==> config.mk <==
export PLATFORM = sky130hd
export DESIGN_NAME = hazard_unit_flat
export DESIGN_NICKNAME = d
export VERILOG_FILES = /design/src/rtl/hazard_unit_if.sv /design/src/rtl/hazard_unit.sv /design/src/flat_wrapper.sv
export SDC_FILE = /design/constraint.sdc
export NUM_CORES = 1
export LEC_CHECK = 0
export CORE_UTILIZATION = 26
export CTS_CLUSTER_DIAMETER = 120
export CTS_CLUSTER_SIZE = 16
export DETAILED_ROUTE_END_ITERATION = 8
export PLACE_DENSITY = 0.82
export SYNTH_ARGS = -nofsm -noshare
export SYNTH_HDL_FRONTEND = slang
export SYNTH_SLANG_ARGS = --single-unit
==> constraint.sdc <==
create_clock -name CLK -period 1.6 [get_ports CLK]
set_input_delay 0.32 -clock CLK [delete_from_list [all_inputs] [get_ports CLK]]
set_output_delay 0.32 -clock CLK [all_outputs]
set_load 0.005 [all_outputs]
==> src/rtl/hazard_unit_if.sv <==
// ---------------------------------------------------------------------------
// hazard_unit_if
// Bundles the hazard unit's pipeline status inputs, latch controls and
// performance counters into one interface.
//   master : the pipeline side. It drives the status signals and receives
//            the controls and counters.
//   slave  : the hazard unit. It reads the status signals and drives the
//            controls and counters.
// Status  : ihit, dhit, ex_memRd, ex_rt, id_rs, id_rt, id_uses_rt,
//           mem_ren, mem_wen, mem_pcsrc, mem_halt, flush_done
// Control : pc_en, ifid_en, idex_en, exmem_en, memwb_en,
//           ifid_flush, idex_flush, exmem_flush, dcache_flush, halt
// Counters: stall_cycles, flush_count, lu_count (CNT_W bits each)
// ---------------------------------------------------------------------------
interface hazard_unit_if #(
  parameter int CNT_W = 16
) ();
  logic             ihit;
  logic             dhit;
  logic             ex_memRd;
  logic [4:0]       ex_rt;
  logic [4:0]       id_rs;
  logic [4:0]       id_rt;
  logic             id_uses_rt;
  logic             mem_ren;
  logic             mem_wen;
  logic             mem_pcsrc;
  logic             mem_halt;
  logic             flush_done;

  logic             pc_en;
  logic             ifid_en;
  logic             idex_en;
  logic             exmem_en;
  logic             memwb_en;
  logic             ifid_flush;
  logic             idex_flush;
  logic             exmem_flush;
  logic             dcache_flush;
  logic             halt;

  logic [CNT_W-1:0] stall_cycles;
  logic [CNT_W-1:0] flush_count;
  logic [CNT_W-1:0] lu_count;

  modport master (
    output ihit, dhit, ex_memRd, ex_rt, id_rs, id_rt, id_uses_rt,
           mem_ren, mem_wen, mem_pcsrc, mem_halt, flush_done,
    input  pc_en, ifid_en, idex_en, exmem_en, memwb_en,
           ifid_flush, idex_flush, exmem_flush, dcache_flush, halt,
           stall_cycles, flush_count, lu_count
  );

  modport slave (
    input  ihit, dhit, ex_memRd, ex_rt, id_rs, id_rt, id_uses_rt,
           mem_ren, mem_wen, mem_pcsrc, mem_halt, flush_done,
    output pc_en, ifid_en, idex_en, exmem_en, memwb_en,
           ifid_flush, idex_flush, exmem_flush, dcache_flush, halt,
           stall_cycles, flush_count, lu_count
  );
endinterface

==> src/rtl/hazard_unit.sv <==
// ---------------------------------------------------------------------------
// hazard_unit
// Stall and flush controller for the 5-stage core. It covers the hazards
// that forwarding cannot resolve: load-use, taken branch or jump, instruction
// and data memory wait, and the halt drain (RUN -> DRAIN -> HALTED).
// Ports:
//   CLK   : clock, rising edge
//   nRST  : asynchronous active-low reset; while low, every output reads 0
//   hz    : hazard_unit_if.slave (status in; latch controls and counters out)
// Enable and flush outputs are combinational from the state and inputs.
// Optional feature: define HAZARD_PERF_EN to build the performance counters.
// Without it, the counter outputs are tied to 0.
// ---------------------------------------------------------------------------
module hazard_unit #(
  parameter int CNT_W = 16
) (
  input  logic          CLK,
  input  logic          nRST,
  hazard_unit_if.slave  hz
);

  localparam logic [1:0] RUN    = 2'd0;
  localparam logic [1:0] DRAIN  = 2'd1;
  localparam logic [1:0] HALTED = 2'd2;

  logic [1:0] state_r;
  logic [1:0] state_nxt_s;

  logic memwait_s;
  logic lu_s;
  logic branch_s;
  logic bubble_s;

  logic pc_en_s;
  logic ifid_en_s;
  logic idex_en_s;
  logic exmem_en_s;
  logic memwb_en_s;
  logic ifid_flush_s;
  logic idex_flush_s;
  logic exmem_flush_s;
  logic dcache_flush_s;
  logic halt_s;

  // Hazard detection terms. A load to r0 never produces a real dependency.
  always_comb begin
    memwait_s = (hz.mem_ren | hz.mem_wen) & ~hz.dhit;
    lu_s      = hz.ex_memRd & (hz.ex_rt != 5'd0) &
                ((hz.ex_rt == hz.id_rs) | (hz.id_uses_rt & (hz.ex_rt == hz.id_rt)));
  end

  // Next state and the priority-ordered latch controls.
  always_comb begin
    state_nxt_s    = state_r;
    pc_en_s        = 1'b0;
    ifid_en_s      = 1'b0;
    idex_en_s      = 1'b0;
    exmem_en_s     = 1'b0;
    memwb_en_s     = 1'b0;
    ifid_flush_s   = 1'b0;
    idex_flush_s   = 1'b0;
    exmem_flush_s  = 1'b0;
    dcache_flush_s = 1'b0;
    halt_s         = 1'b0;
    branch_s       = 1'b0;
    bubble_s       = 1'b0;
    case (state_r)
      RUN: begin
        if (memwait_s) begin
          // Full freeze. Every control keeps its default of 0.
          state_nxt_s = RUN;
        end else if (hz.mem_halt) begin
          // The pipeline freezes behind the halt while the dcache drains.
          // Halt takes priority over a branch in the same slot.
          state_nxt_s = DRAIN;
        end else if (hz.mem_pcsrc) begin
          // Squash IF, ID and EX. The branch target is loaded even if
          // ihit is low, because the fetched word is discarded anyway.
          pc_en_s       = 1'b1;
          ifid_en_s     = 1'b1;
          idex_en_s     = 1'b1;
          exmem_en_s    = 1'b1;
          memwb_en_s    = 1'b1;
          ifid_flush_s  = 1'b1;
          idex_flush_s  = 1'b1;
          exmem_flush_s = 1'b1;
          branch_s      = 1'b1;
        end else if (lu_s) begin
          // Hold IF and ID and insert one bubble into EX. The load then
          // moves to MEM, so the stall clears itself after one cycle.
          idex_en_s    = 1'b1;
          exmem_en_s   = 1'b1;
          memwb_en_s   = 1'b1;
          idex_flush_s = 1'b1;
          bubble_s     = 1'b1;
        end else if (!hz.ihit) begin
          // Fetch still pending: keep PC and send a bubble down from IF/ID.
          ifid_en_s    = 1'b1;
          idex_en_s    = 1'b1;
          exmem_en_s   = 1'b1;
          memwb_en_s   = 1'b1;
          ifid_flush_s = 1'b1;
        end else begin
          pc_en_s    = 1'b1;
          ifid_en_s  = 1'b1;
          idex_en_s  = 1'b1;
          exmem_en_s = 1'b1;
          memwb_en_s = 1'b1;
        end
      end
      DRAIN: begin
        dcache_flush_s = 1'b1;
        if (hz.flush_done) begin
          state_nxt_s = HALTED;
        end else begin
          state_nxt_s = DRAIN;
        end
      end
      HALTED: begin
        halt_s      = 1'b1;
        state_nxt_s = HALTED;
      end
      default: begin
        state_nxt_s = RUN;
      end
    endcase
  end

  // State register.
  always_ff @(posedge CLK or negedge nRST) begin
    if (!nRST) begin
      state_r <= RUN;
    end else begin
      state_r <= state_nxt_s;
    end
  end

  // nRST gates every output to 0 at once. This also drops a pending
  // dcache_flush as soon as reset is asserted.
  assign hz.pc_en        = nRST & pc_en_s;
  assign hz.ifid_en      = nRST & ifid_en_s;
  assign hz.idex_en      = nRST & idex_en_s;
  assign hz.exmem_en     = nRST & exmem_en_s;
  assign hz.memwb_en     = nRST & memwb_en_s;
  assign hz.ifid_flush   = nRST & ifid_flush_s;
  assign hz.idex_flush   = nRST & idex_flush_s;
  assign hz.exmem_flush  = nRST & exmem_flush_s;
  assign hz.dcache_flush = nRST & dcache_flush_s;
  assign hz.halt         = nRST & halt_s;

`ifdef HAZARD_PERF_EN
  logic [CNT_W-1:0] stall_cycles_r;
  logic [CNT_W-1:0] flush_count_r;
  logic [CNT_W-1:0] lu_count_r;
  logic             run_s;

  assign run_s = (state_r == RUN);

  // Performance counters. They advance only in RUN and wrap naturally.
  always_ff @(posedge CLK or negedge nRST) begin
    if (!nRST) begin
      stall_cycles_r <= {CNT_W{1'b0}};
      flush_count_r  <= {CNT_W{1'b0}};
      lu_count_r     <= {CNT_W{1'b0}};
    end else if (run_s) begin
      if (!pc_en_s && !hz.mem_halt) begin
        stall_cycles_r <= stall_cycles_r + {{(CNT_W-1){1'b0}}, 1'b1};
      end
      if (branch_s) begin
        flush_count_r <= flush_count_r + {{(CNT_W-1){1'b0}}, 1'b1};
      end
      if (bubble_s) begin
        lu_count_r <= lu_count_r + {{(CNT_W-1){1'b0}}, 1'b1};
      end
    end
  end

  assign hz.stall_cycles = nRST ? stall_cycles_r : {CNT_W{1'b0}};
  assign hz.flush_count  = nRST ? flush_count_r  : {CNT_W{1'b0}};
  assign hz.lu_count     = nRST ? lu_count_r     : {CNT_W{1'b0}};
`else
  logic unused_s;

  // The branch and bubble markers only feed the counters.
  assign unused_s = branch_s ^ bubble_s;

  assign hz.stall_cycles = {CNT_W{1'b0}};
  assign hz.flush_count  = {CNT_W{1'b0}};
  assign hz.lu_count     = {CNT_W{1'b0}};
`endif

endmodule

==> src/flat_wrapper.sv <==
// flat-port wrapper written by rule: the top's interface ports become plain ports
module hazard_unit_flat 
#(
  parameter int CNT_W = 16
)
  (CLK, nRST, hz_ihit, hz_dhit, hz_ex_memRd, hz_ex_rt, hz_id_rs, hz_id_rt, hz_id_uses_rt, hz_mem_ren, hz_mem_wen, hz_mem_pcsrc, hz_mem_halt, hz_flush_done, hz_pc_en, hz_ifid_en, hz_idex_en, hz_exmem_en, hz_memwb_en, hz_ifid_flush, hz_idex_flush, hz_exmem_flush, hz_dcache_flush, hz_halt, hz_stall_cycles, hz_flush_count, hz_lu_count);
  hazard_unit_if #(.CNT_W(CNT_W)) hz_i ();
  input  logic CLK;
  input  logic nRST;
  input wire logic [$bits(hz_i.ihit)-1:0] hz_ihit;
  input wire logic [$bits(hz_i.dhit)-1:0] hz_dhit;
  input wire logic [$bits(hz_i.ex_memRd)-1:0] hz_ex_memRd;
  input wire logic [$bits(hz_i.ex_rt)-1:0] hz_ex_rt;
  input wire logic [$bits(hz_i.id_rs)-1:0] hz_id_rs;
  input wire logic [$bits(hz_i.id_rt)-1:0] hz_id_rt;
  input wire logic [$bits(hz_i.id_uses_rt)-1:0] hz_id_uses_rt;
  input wire logic [$bits(hz_i.mem_ren)-1:0] hz_mem_ren;
  input wire logic [$bits(hz_i.mem_wen)-1:0] hz_mem_wen;
  input wire logic [$bits(hz_i.mem_pcsrc)-1:0] hz_mem_pcsrc;
  input wire logic [$bits(hz_i.mem_halt)-1:0] hz_mem_halt;
  input wire logic [$bits(hz_i.flush_done)-1:0] hz_flush_done;
  output wire logic [$bits(hz_i.pc_en)-1:0] hz_pc_en;
  output wire logic [$bits(hz_i.ifid_en)-1:0] hz_ifid_en;
  output wire logic [$bits(hz_i.idex_en)-1:0] hz_idex_en;
  output wire logic [$bits(hz_i.exmem_en)-1:0] hz_exmem_en;
  output wire logic [$bits(hz_i.memwb_en)-1:0] hz_memwb_en;
  output wire logic [$bits(hz_i.ifid_flush)-1:0] hz_ifid_flush;
  output wire logic [$bits(hz_i.idex_flush)-1:0] hz_idex_flush;
  output wire logic [$bits(hz_i.exmem_flush)-1:0] hz_exmem_flush;
  output wire logic [$bits(hz_i.dcache_flush)-1:0] hz_dcache_flush;
  output wire logic [$bits(hz_i.halt)-1:0] hz_halt;
  output wire logic [$bits(hz_i.stall_cycles)-1:0] hz_stall_cycles;
  output wire logic [$bits(hz_i.flush_count)-1:0] hz_flush_count;
  output wire logic [$bits(hz_i.lu_count)-1:0] hz_lu_count;
  assign hz_i.ihit = hz_ihit;
  assign hz_i.dhit = hz_dhit;
  assign hz_i.ex_memRd = hz_ex_memRd;
  assign hz_i.ex_rt = hz_ex_rt;
  assign hz_i.id_rs = hz_id_rs;
  assign hz_i.id_rt = hz_id_rt;
  assign hz_i.id_uses_rt = hz_id_uses_rt;
  assign hz_i.mem_ren = hz_mem_ren;
  assign hz_i.mem_wen = hz_mem_wen;
  assign hz_i.mem_pcsrc = hz_mem_pcsrc;
  assign hz_i.mem_halt = hz_mem_halt;
  assign hz_i.flush_done = hz_flush_done;
  assign hz_pc_en = hz_i.pc_en;
  assign hz_ifid_en = hz_i.ifid_en;
  assign hz_idex_en = hz_i.idex_en;
  assign hz_exmem_en = hz_i.exmem_en;
  assign hz_memwb_en = hz_i.memwb_en;
  assign hz_ifid_flush = hz_i.ifid_flush;
  assign hz_idex_flush = hz_i.idex_flush;
  assign hz_exmem_flush = hz_i.exmem_flush;
  assign hz_dcache_flush = hz_i.dcache_flush;
  assign hz_halt = hz_i.halt;
  assign hz_stall_cycles = hz_i.stall_cycles;
  assign hz_flush_count = hz_i.flush_count;
  assign hz_lu_count = hz_i.lu_count;
  hazard_unit #(.CNT_W(CNT_W)) u_core (.CLK(CLK), .nRST(nRST), .hz(hz_i));
endmodule
After elaboration in Yosys (flattened, before gate mapping)
Cells that the tools add are included. W data, S select, Z words.

Register bits after elaboration: 2. Input bits: 26. Output and inout bits: 58. Word-level logic and storage cells: 58.

Eq/ne operators: 5. Muxes and demuxes: 35. Bitwise gates (word level): 15. Reductions and logical operators: 2.

Operators by type and width (count): $mux W1 (31); $and A1 B1 Y1 (12); $eq A5 B5 Y1 (2); $mux W2 (3); $pmux W2 S3 (1); $reduce_bool A5 Y1 (1); $ne A3 B2 Y1 const B (1); $eq A2 B1 Y1 const B (1); $eq A2 B2 Y1 const B (1); $logic_not A2 Y1 (1); $or A1 B1 Y1 (2); $not A1 Y1 (1).

Logic depth before layout (Yosys ltp)
Depth in word-level cells: 10. Gate-level depth with buffers: 4. Mapped depth without buffers: 4.

Worst setup path before layout
Ideal clock, no wire load.

Path type: reg2out. From: register u_core.state_r[1]. To: output port hz_idex_flush. Arrival time: 1064 ps. Required time: 1280 ps. Slack: 216 ps. Cell stages (with the launch flop): 5. Path buffers: 0. Cell sequence: dfrtp_1 -> nor2_1 -> o2111a_1 -> and2_4 -> a41o_1.

Word-level cells in the longest chain between the ends: 3.

RTL lines: from (decl) (RTL line hazard_unit.sv:26) `logic [1:0] state_r;`; from (signal assigned) (RTL line hazard_unit.sv:134) `state_r <= state_nxt_s;`; $logic_not A2 Y1 (RTL line hazard_unit.sv:67) `case (state_r)`; $mux W1 (RTL line hazard_unit.sv:67); $and A1 B1 Y1 (RTL line hazard_unit.sv:146) `assign hz.idex_flush = nRST & idex_flush_s;`; to (decl) (RTL line flat_wrapper.sv:28) `output wire logic [$bits(hz_i.idex_flush)-1:0] hz_idex_flush;`.

No other way between the ends.

Worst setup path in the final report
From: input port hz_id_uses_rt. To: output port hz_ifid_en.

Word-level cells in the longest chain between the ends: 9.

RTL lines: from (decl) (RTL line flat_wrapper.sv:16) `input wire logic [$bits(hz_i.id_uses_rt)-1:0] hz_id_uses_rt;`; $and A1 B1 Y1 (RTL line hazard_unit.sv:49) `((hz.ex_rt == hz.id_rs) | (hz.id_uses_rt & (hz.ex_rt == hz.id_rt)));`; $or A1 B1 Y1 (RTL line hazard_unit.sv:49); $and A1 B1 Y1 (RTL line hazard_unit.sv:48) `lu_s = hz.ex_memRd & (hz.ex_rt != 5'd0) &`; $mux W1 (RTL line hazard_unit.sv:88) `end else if (lu_s) begin`; $mux W1 (RTL line hazard_unit.sv:76) `end else if (hz.mem_pcsrc) begin`; $mux W1 (RTL line hazard_unit.sv:72) `end else if (hz.mem_halt) begin`; $mux W1 (RTL line hazard_unit.sv:69) `if (memwait_s) begin`; $mux W1 (RTL line hazard_unit.sv:67); $and A1 B1 Y1 (RTL line hazard_unit.sv:141) `assign hz.ifid_en = nRST & ifid_en_s;`; to (decl) (RTL line flat_wrapper.sv:23) `output wire logic [$bits(hz_i.ifid_en)-1:0] hz_ifid_en;`.

No other way between the ends.

==> impl_results.md <==
* Peak fanout along the critical path at 2
* Setup tns final at -0.442 ns
* Max clock buf depth at 2
* Final Hold Fails at 0
* Final WL at 1510 um
* Final nets at 168
* # port buffers at 35
* CP Launch Type: input pin
* Crit path arrival time at 1.40 ns
* Global-route wire length before repair at 2170 um
* Maxcap violations at 0
* Async SR Flop Fraction at 100%
* Largest net degree at the start of global routing at 5
* CP endpoint kind: output pin
* GRT Util Overall at 10.7%
* Root buf cell: clkbuf_4
* Initial cell density of the core at 27.7%
* Largest stage delay on the critical path at 0.45 ns
* Buf/Inv on CP at 4
* Total grt overflow at 0
* DR vias at 614
* Commonest non-fill, non-tap cell in the layout: conb_1
* Antenna violations before repair at 0
* Sw power at 189 uW
* Pwr/cell area at 545 nW/um^2
* Cell area after synthesis at 686 um^2
* Starting DRT DRC Count at 2
* Synth Area per Inst at 7.37 um^2
* LEAKAGE at 0.559 nW
* Max-slew violations at 0
* Post-synthesis cell type count at 20
* Seq/Total Area, Yosys at 7.30%
* # setup viols final at 6
* VDD IR-drop max at 0.303 mV
* YS warnings at 0
* Final Non-Filler Cells at 170
* CTS clk-pin slew, worst paths at 0.03 ns
* Switching power share of the total at 34.8%
* CTS tree: yes
* Worst Hold Class: in -> async
* Antenna Nets Post-Route at 0
* Routed length per instance at 8.90 um
* Vias in the first global route at 567
* Clk pwr share at 19.9%
* CP max stage cell: clkdlybuf4s50_1
* Yosys reg bits at 2
* Failing checks: setup timing
* Skew final at 0.00249 ns
* Mapped Cells at 93
* Placed cell count at 160
* CP top delay family: buffers and inverters
* Top Registers: u_core.state_r: 2 flops
* Filler Cells Inserted at 267
* H-tree depth at 1
* Post-DP HPWL at 1220 um
* Register area at 50.0 um^2
* Status: finished with violations
* Die W at 53.4 um
* DR vias/cell at 3.61
* Most frequent cells in the layout: 48 x conb_1, 9 x dlygate4sd2_1, 9 x buf_2, 9 x buf_4, 7 x clkdlybuf4s15_1
* Sequential power share at 15.4%
* Placer Congestion at 0.851
* Layout cells sized above 1 at 29.3%
* IO Count at 84
* Clock Sinks at 2
* Top reg by flops: u_core.state_r
* Fmax at 582 MHz
* Gate power share at 64.6%
* Placeable Area at 2480 um^2
* Crit path kind: in -> out
* Post-synth EDFFs at 0
* Tmin final at 1.72 ns
* Internal at 354 uW
* Final period util at 107%
* Die ar. at 2850 um^2
* Clk Latency, worst-skew pair at 0.22 ns
* Antenna cells at 0
* Post-route DRC at 0
* Largest register FFs at 2
* Die height at 53.4 um
* Worst EP required at 1.28 ns
* Area Overhead vs Synth at 45.3%
* Slack of the critical path at -0.119 ns
* Multi-input logic area at 474 um^2
* RSZ-0062 raised after global routing: true
* Num CTS Buffers at 3
* FP Rows at 18
* Initial DRT Pass Iterations at 2
* Most used flip-flop cell after synthesis: dfrtp_1
* Crit-path cells: clkdlybuf4s50_1 -> nand2_1 -> o22ai_2 -> buf_4 -> buf_6 -> a21boi_1 -> buf_2
-- power by group through the flow --
stage / Combinational [mW] / Sequential, mW / Clock, mW
after floorplan: 0.218 / 0.0810 / 0
after global placement: 0.312 / 0.0799 / 0
after detailed placement: 0.318 / 0.0813 / 0
after CTS: 0.308 / 0.0807 / 0.113
after global routing: 0.382 / 0.0849 / 0.122
final: 0.351 / 0.0837 / 0.108
-- layout make-up --
| class | count | share of cell area, % |
|---|---|---|
| Multi-Input combinational cell | 84 | 47.6 |
| Sequential cell | 2 | 5.03 |
| Tap cell | 30 | 3.77 |
| Inverter | 4 | 1.51 |
| Timing Repair Buffer | 47 | 39.8 |
| Clock buffer | 3 | 2.26 |
-- layer usage --
metal  part of all wire, %  global-route usage, %  up-vias
met3                   6.7                   1.72        0
met4                     0                   7.89        0
li1                      -                      -      294
met2                    61                   22.7       41
met5                     0                      0        -
met1                    32                   8.22      279
-- repair_timing --
item                                    CTS  global route
gates resized for setup                  86            12
hold buffers                              0             0
endpoints found under the setup margin   10             8
setup buffers                             5             2
pin swaps                                17             6
-- worst register-to-register path: stages (launching register included) --
cell and delay, ns:
dfrtp_1 0.38, buf_4 0.14, buf_4 0.12, nand2b_1 0.15, buf_4 0.14, o21ai_0 0.16
-- per-stage QoR --
step / hold WS (ns) / total power, mW / setup WS [ns] / area, um^2 / util (%)
global route: 0.147 / 0.589 / -0.161 / 996 / 40.2
floorplan: 0.0244 / 0.299 / 0.216 / 862 / -
detailed placement: 0.577 / 0.399 / -0.758 / 912 / 36.8
global placement: 0.573 / 0.392 / -0.731 / 912 / 36.8
CTS: 0.134 / 0.501 / -0.109 / 950 / 38.3
finish: 0.138 / 0.543 / -0.119 / 996 / 40.2
-- kinds of logic (layout without fill, tap and decap cells) --
logic type / after synthesis / count (layout) / share of synthesized area [%]
XOR/XNOR: 10 / 10 / 12.8
other: 1 / 48 / 0.547
AND/OR/NAND/NOR: 15 / 15 / 11.1
flip-flops: 2 / 2 / 7.30
buffers and inverters: 54 / 54 / 56.9
AO/OA/AOI/OAI: 11 / 11 / 11.3
-- cells in the mapped netlist, drive strengths merged (2+ instances only) --
library cell	count	area [um^2]
nand2b	2	12.5
xnor2	10	87.6
nor2	5	18.8
o22ai	2	18.8
buf	50	375
inv	4	15.0
nand2	3	11.3
o21ai	4	20.0
dfrtp	2	50.1
a21oi	2	10.0
-- worst paths after layout --
kind | start | to | slack (ns) | cells after the start
max | hz_id_uses_rt | hz_ifid_en | -0.12 | 7
min | nRST | u_core.state_r[0] | 0.14 | 2
max reg2reg | u_core.state_r[1] | u_core.state_r[1] | 0.43 | 5
min reg2reg | u_core.state_r[0] | u_core.state_r[0] | 0.58 | 3
max in group asynchronous | nRST | u_core.state_r[1] | 1.37 | 2
min in group CLK | hz_mem_halt | u_core.state_r[0] | 0.53 | 3
Power figures use the tool's default switching activity.
==> RTL change 1 (config.mk and constraints unchanged) <==
`CNT_W` is set to 16 in 3 places; all go to 24.
--- a/src/rtl/hazard_unit_if.sv
+++ b/src/rtl/hazard_unit_if.sv
@@ -13,7 +13,7 @@
 // Counters: stall_cycles, flush_count, lu_count (CNT_W bits each)
 // ---------------------------------------------------------------------------
 interface hazard_unit_if #(
-  parameter int CNT_W = 16
+  parameter int CNT_W = 24
 ) ();
   logic             ihit;
   logic             dhit;
--- a/src/rtl/hazard_unit.sv
+++ b/src/rtl/hazard_unit.sv
@@ -12,7 +12,7 @@
 // Without it, the counter outputs are tied to 0.
 // ---------------------------------------------------------------------------
 module hazard_unit #(
-  parameter int CNT_W = 16
+  parameter int CNT_W = 24
 ) (
   input  logic          CLK,
   input  logic          nRST,
--- a/src/flat_wrapper.sv
+++ b/src/flat_wrapper.sv
@@ -1,7 +1,7 @@
 // flat-port wrapper written by rule: the top's interface ports become plain ports
 module hazard_unit_flat 
 #(
-  parameter int CNT_W = 16
+  parameter int CNT_W = 24
 )
   (CLK, nRST, hz_ihit, hz_dhit, hz_ex_memRd, hz_ex_rt, hz_id_rs, hz_id_rt, hz_id_uses_rt, hz_mem_ren, hz_mem_wen, hz_mem_pcsrc, hz_mem_halt, hz_flush_done, hz_pc_en, hz_ifid_en, hz_idex_en, hz_exmem_en, hz_memwb_en, hz_ifid_flush, hz_idex_flush, hz_exmem_flush, hz_dcache_flush, hz_halt, hz_stall_cycles, hz_flush_count, hz_lu_count);
   hazard_unit_if #(.CNT_W(CNT_W)) hz_i ();
Ports: changed (resized hz_flush_count, hz_lu_count and hz_stall_cycles); port bits go from 84 to 108. The function was not compared with the original's and may differ.
==> RTL change 1 against the unedited design <==
  * Final area up 11%
  * The flow still finishes with violations (negative setup slack)
  * Synthesized cell count up 26%
  * Wire length up 8.4%
  * Worst setup slack worse by 0.048 ns
  * Worst hold slack got worse by 0.028 ns
  * Critical endpoint is now hz_idex_flush
  * Area after synthesis increased by 26%
  * Sequential cell count unchanged
  * Clock skew fell by 0.0016 ns
  * Count of clock-buffer cells in the layout did not move
  * Cell count is 24% higher
  * Power is 0.15% higher
==> RTL change 1: results (changes against the unedited design) <==
Run status
  – Status: complete, but fails checks
  – Failing checks: negative setup slack

Place
  – Detail Placement HPWL: 1310 µm (+7.9%)
  – Placed Cells incl. Taps: 200 (+25%)
  – IO buf count: 35 (unchanged)
  – RD Place Congestion: 0.705 (-17%)
  – Dpl ws: -0.798 ns (-0.0402 ns)

Cells and area
  – Fraction of layout cells with a size suffix above 1: 22.9% (-6.4 points)
  – Largest regs: u_core.state_r: 2 flops
  – Fillers: 315 (+18%)
  – Ant diodes: 0 (unchanged)
  – Final nets: 194 (+15%)
  – Non-Filler Instances: 210 (+24%)

Global route
  – Global-route wire length before repair: 2210 µm (+1.9%)
  – Vias in the first global route: 531 (-6.3%)
  – GR Util All Layers: 8.73% (-2.0 points)
  – Pin count of the biggest net entering global routing: 6 (+1)

STA
  – Clock Skews: 0.000937 ns (-0.00156 ns)
  – Setup WS post-layout: -0.167 ns (-0.0479 ns)
  – Final setup fails: 8 (+2)
  – Setup TNS: -0.812 ns (-0.370 ns)

Clock tree
  – Clk Tree Root Cell: clkbuf_4
  – H-tree depth: 1 (unchanged)
  – Max clock buf depth: 2 (unchanged)
  – Worst-path clk slew: 0.03 ns (about the same)
  – Clock latency on the worst-skew pair: 0.24 ns (+0.02 ns)

Yosys
  – Adder-cell share of the synthesized area: 0% (unchanged)
  – Ys async rst share: 100% (unchanged)
  – Sequential share of the synthesized area: 5.78% (-1.5 points)
  – Post-synthesis mux area share: 0% (unchanged)
  – Post-synth top flop: dfrtp_1
  – Largest family of logic cells by synthesized area: buffers and inverters
  – Xor and xnor area share after synthesis: 10.1% (-2.7 points)
  – Largest cells by area after synthesis: buf_4 (64%), xnor2_1 (10%), dfrtp_1 (5.8%)
  – Compound-cell area share of the yosys netlist: 8.96% (-2.4 points)
  – Yosys cell types: 20 (unchanged)
  – YS warnings: 0 (unchanged)
  – Commonest cells post-synth: buf_4 (74), xnor2_1 (10), nor2_1 (5)
  – Cell count after synthesis: 117 (+26%)

Critical path
  – Reg2reg setup slack: 0.59 ns (+0.16 ns)
  – Reg2reg end: u_core.state_r[0]
  – Crit path arrival time: 1.45 ns (+0.05 ns)
  – CP Max Fanout: 5 (+3)
  – Slowest CP cell: o2111a_2
  – Critical path launch point: hz_dhit
  – CP max stage delay: 0.30 ns (-0.15 ns)
  – RR Startpoint: u_core.state_r[1]
  – Register-to-Register Path Depth: 4 (-1)

Routing
  – Iteration-0 DRC Markers: 7 (+5)
  – Via count: 677 (+10%)
  – First-pass iteration count of the detailed router: 2 (unchanged)
  – Routed WL: 1640 µm (+8.4%)

Power and ir drop
  – Pleak: 0.628 nW (+12%)
  – Max VDD drop: 0.161 mV (-47%)
RTL change 1: cell count changes in the layout (fill, tap and decap cells not counted), sizes merged:
cell           delta
clkdlybuf4s15     +3
clkbuf            +1
buf               -5
conb             +24
dlygate4sd2       +3
RTL change 1: final cells by class:
| cell class | count | area, µm² | area share (%) |
|---|---|---|---|
| Multi-Input combinational cell | 108 | 539 | 48.7 |
| Tap cell | 44 | 55.1 | 4.97 |
| Sequential cell | 2 | 50.0 | 4.52 |
| Timing Repair Buffer | 49 | 425 | 38.4 |
| Inverter | 4 | 15.0 | 1.36 |
| Clock buffer | 3 | 22.5 | 2.03 |
RTL change 1: what timing repair did:
action,in CTS,in global routing
gates resized for setup,73,5
pin swaps,21,2
endpoints found under the setup margin,10,9
buffers inserted,6,1
RTL change 1: report_power, final:
part           switching [W]  total [W]  internal, W
Sequential         0.0000123  0.0000831    0.0000707
Clock              0.0000380   0.000121    0.0000835
Combinational       0.000153   0.000339     0.000186
Total               0.000203   0.000543     0.000340
RTL change 1: logic make-up (layout without fill, tap and decap cells):
family,count (synthesis),after routing
buf+inv,78,56
xor+xnor,10,10
simple gates,15,15
flops,2,2
other cells,1,72
compound gates,11,11
RTL change 1: worst max path at each step:
stage / endpoint / slack (ns) / depth (start not counted)
floorplan: hz_idex_flush / 0.22 / 4
global placement: hz_ifid_flush / -0.78 / 6
detailed placement: hz_idex_flush / -0.80 / 6
CTS: hz_idex_flush / -0.16 / 6
global route: hz_idex_flush / -0.25 / 6
finish: hz_idex_flush / -0.17 / 6
RTL change 1: per-layer routing:
layer  wire, µm  vias up  GRT usage (%)
li1           -      323              -
met1        493      298           8.62
met5          0        -              0
met4         51        0           5.98
met2        931       52           15.7
met3        164        4           2.38
RTL change 1: per-stage QoR:
step                      hold slack, ns  utilization, %  cell area [µm²]
after floorplan                   0.0244               -             1130
after global placement             0.568            33.3             1030
after detailed placement           0.587            33.3             1030
after CTS                          0.107            35.3             1090
after global routing               0.126            35.7             1110
final                              0.110            35.7             1110
==> RTL change 2 (config.mk and constraints unchanged) <==
Without the edit above. The option `HAZARD_PERF_EN` is turned on by a define.
--- a/src/rtl/hazard_unit.sv
+++ b/src/rtl/hazard_unit.sv
@@ -11,6 +11,8 @@
 // Optional feature: define HAZARD_PERF_EN to build the performance counters.
 // Without it, the counter outputs are tied to 0.
 // ---------------------------------------------------------------------------
+`define HAZARD_PERF_EN
+
 module hazard_unit #(
   parameter int CNT_W = 16
 ) (
Function: changed (a bounded check fails within 4 cycles, from zero or initial values and one cycle with nRST low).
==> RTL change 2 against the unedited design <==
  * Sequential share of layout area rose by 19 points
  * Worst setup slack lost 0.41 ns
  * Sequential cell count grew 48
  * Critical path type is now flop to flop
  * Wire length rose to 5.8 times the old value
  * Clock skew rose by 0.012 ns
  * Cell count rose to 3.6 times the old value
  * Synthesized cell count grew to 3.1 times the old value
  * Area after synthesis grew to 4.1 times the old value
  * The flow still finishes with violations (negative setup slack)
  * Clock power rose to 8.5 times the old value
  * Final area increased to 5.3 times the old value
  * Critical path depth did not move
  * Power grew to 7.5 times the old value
==> RTL change 2: results (changes against the unedited design) <==
Clock tree
  – Clock latency on the worst-skew pair: 0.31 ns (+0.09 ns)
  – H-tree depth: 2 (+1)

Cells and area
  – Final nets: 508 (+200%)
  – Largest regs: u_core.flush_count_r: 16 flops, u_core.lu_count_r: 16 flops, u_core.stall_cycles_r: 16 flops
  – Fillers: 970 (+260%)
  – Fraction of layout cells with a size suffix above 1: 43.5% (+14 points)
  – Non-Filler Instances: 616 (+260%)

Run status
  – Status: complete, but fails checks
  – Failing checks: negative setup slack

Global route
  – Vias in the first global route: 2973 (+420%)
  – Global-route wire length before repair: 14200 µm (+550%)
  – GR Util All Layers: 15.9% (+5.2 points)

Yosys
  – Largest cells by area after synthesis: dfrtp_1 (44%), and2_1 (11%), xnor2_1 (8.9%)
  – Commonest cells post-synth: and2_1 (52), dfrtp_1 (50), xnor2_1 (29)
  – Sequential share of the synthesized area: 44.1% (+37 points)
  – Yosys cell types: 37 (+85%)
  – Syn_area_per_cell: 10.0 µm² (+36%)

Power and ir drop
  – Pleak: 2.90 nW (+420%)
  – Max VDD drop: 0.395 mV (+30%)

Critical path
  – CP Max Fanout: 8 (+6)
  – Critical path startpoint category: flop
  – Crit path arrival time: 2.35 ns (+0.95 ns)

STA
  – Clock Skews: 0.0148 ns (+0.0123 ns)
  – WHS: 0.0769 ns (-0.0613 ns)
  – Setup WS post-layout: -0.533 ns (-0.414 ns)
  – Final setup fails: 56 (+50)

Place
  – IO buf count: 83 (+140%)
  – RD Place Congestion: 0.809 (-5.0%)
  – DP Area: 4210 µm² (+360%)
  – Placed Cells incl. Taps: 538 (+240%)

Routing
  – Iteration-0 DRC Markers: 88 (+86)
  – First-pass iteration count of the detailed router: 4 (+2)
  – Routed WL: 8830 µm (+480%)
==> RTL change 2: layout make-up <==
type                       instances  share of cell area (%)
tap                              136                    3.24
clock buffer                       5                    1.31
clock inverter                     3                   0.834
multi-input combinational        215                    35.4
inverter                           9                   0.739
sequential                        50                    23.9
timing repair buffer             198                    34.6
==> RTL change 2: timing repair <==
action / in CTS / in global routing
hold buffers: 3 / 0
cloned: 3 / 1
gates resized for setup: 175 / 53
setup endpoints to repair: 105 / 77
endpoints found under the hold margin: 6 / 0
buffers inserted: 54 / 12
pin swaps: 63 / 18
==> RTL change 2: logic make-up after synthesis <==
kind of cell	synth area share (%)
simple gates	30.6
xor+xnor	17.0
flops	44.1
buf+inv	3.44
compound gates	1.98
mux	1.59
fa+ha+maj	1.32
==> RTL change 2: per-layer routing <==
metal | part of all wire, % | track usage, % | vias to the layer above
met1 | 37 | 16.6 | 1346
met2 | 57 | 32.1 | 66
met3 | 3.4 | 2.58 | 13
met5 | 0 | 0 | -
met4 | 1.9 | 4.60 | 0
li1 | - | - | 1338
==> RTL change 2: how the worst max path moves through the flow <==
stage                                     end  cells after the start
finish              u_core.stall_cycles_r[14]                      7
global placement                hz_idex_flush                      7
global route        u_core.stall_cycles_r[14]                      7
CTS                  u_core.stall_cycles_r[9]                      7
floorplan            u_core.stall_cycles_r[1]                      7
detailed placement              hz_idex_flush                      7
==> RTL change 2: power breakdown <==
group	switching (W)	total [W]	internal (W)
clock	0.000444	0.000913	0.000469
sequential	0.000137	0.00157	0.00143
combinational	0.000703	0.00160	0.000894
==> RTL change 2: worst max-delay path, stage by stage, from the launching register on <==
cell and delay [ns]:
dfrtp_1 0.40, or3_4 0.38, buf_6 0.13, or3_4 0.35, o21ba_4 0.26, buf_12 0.16
nor4_4 0.22, xnor2_1 0.16
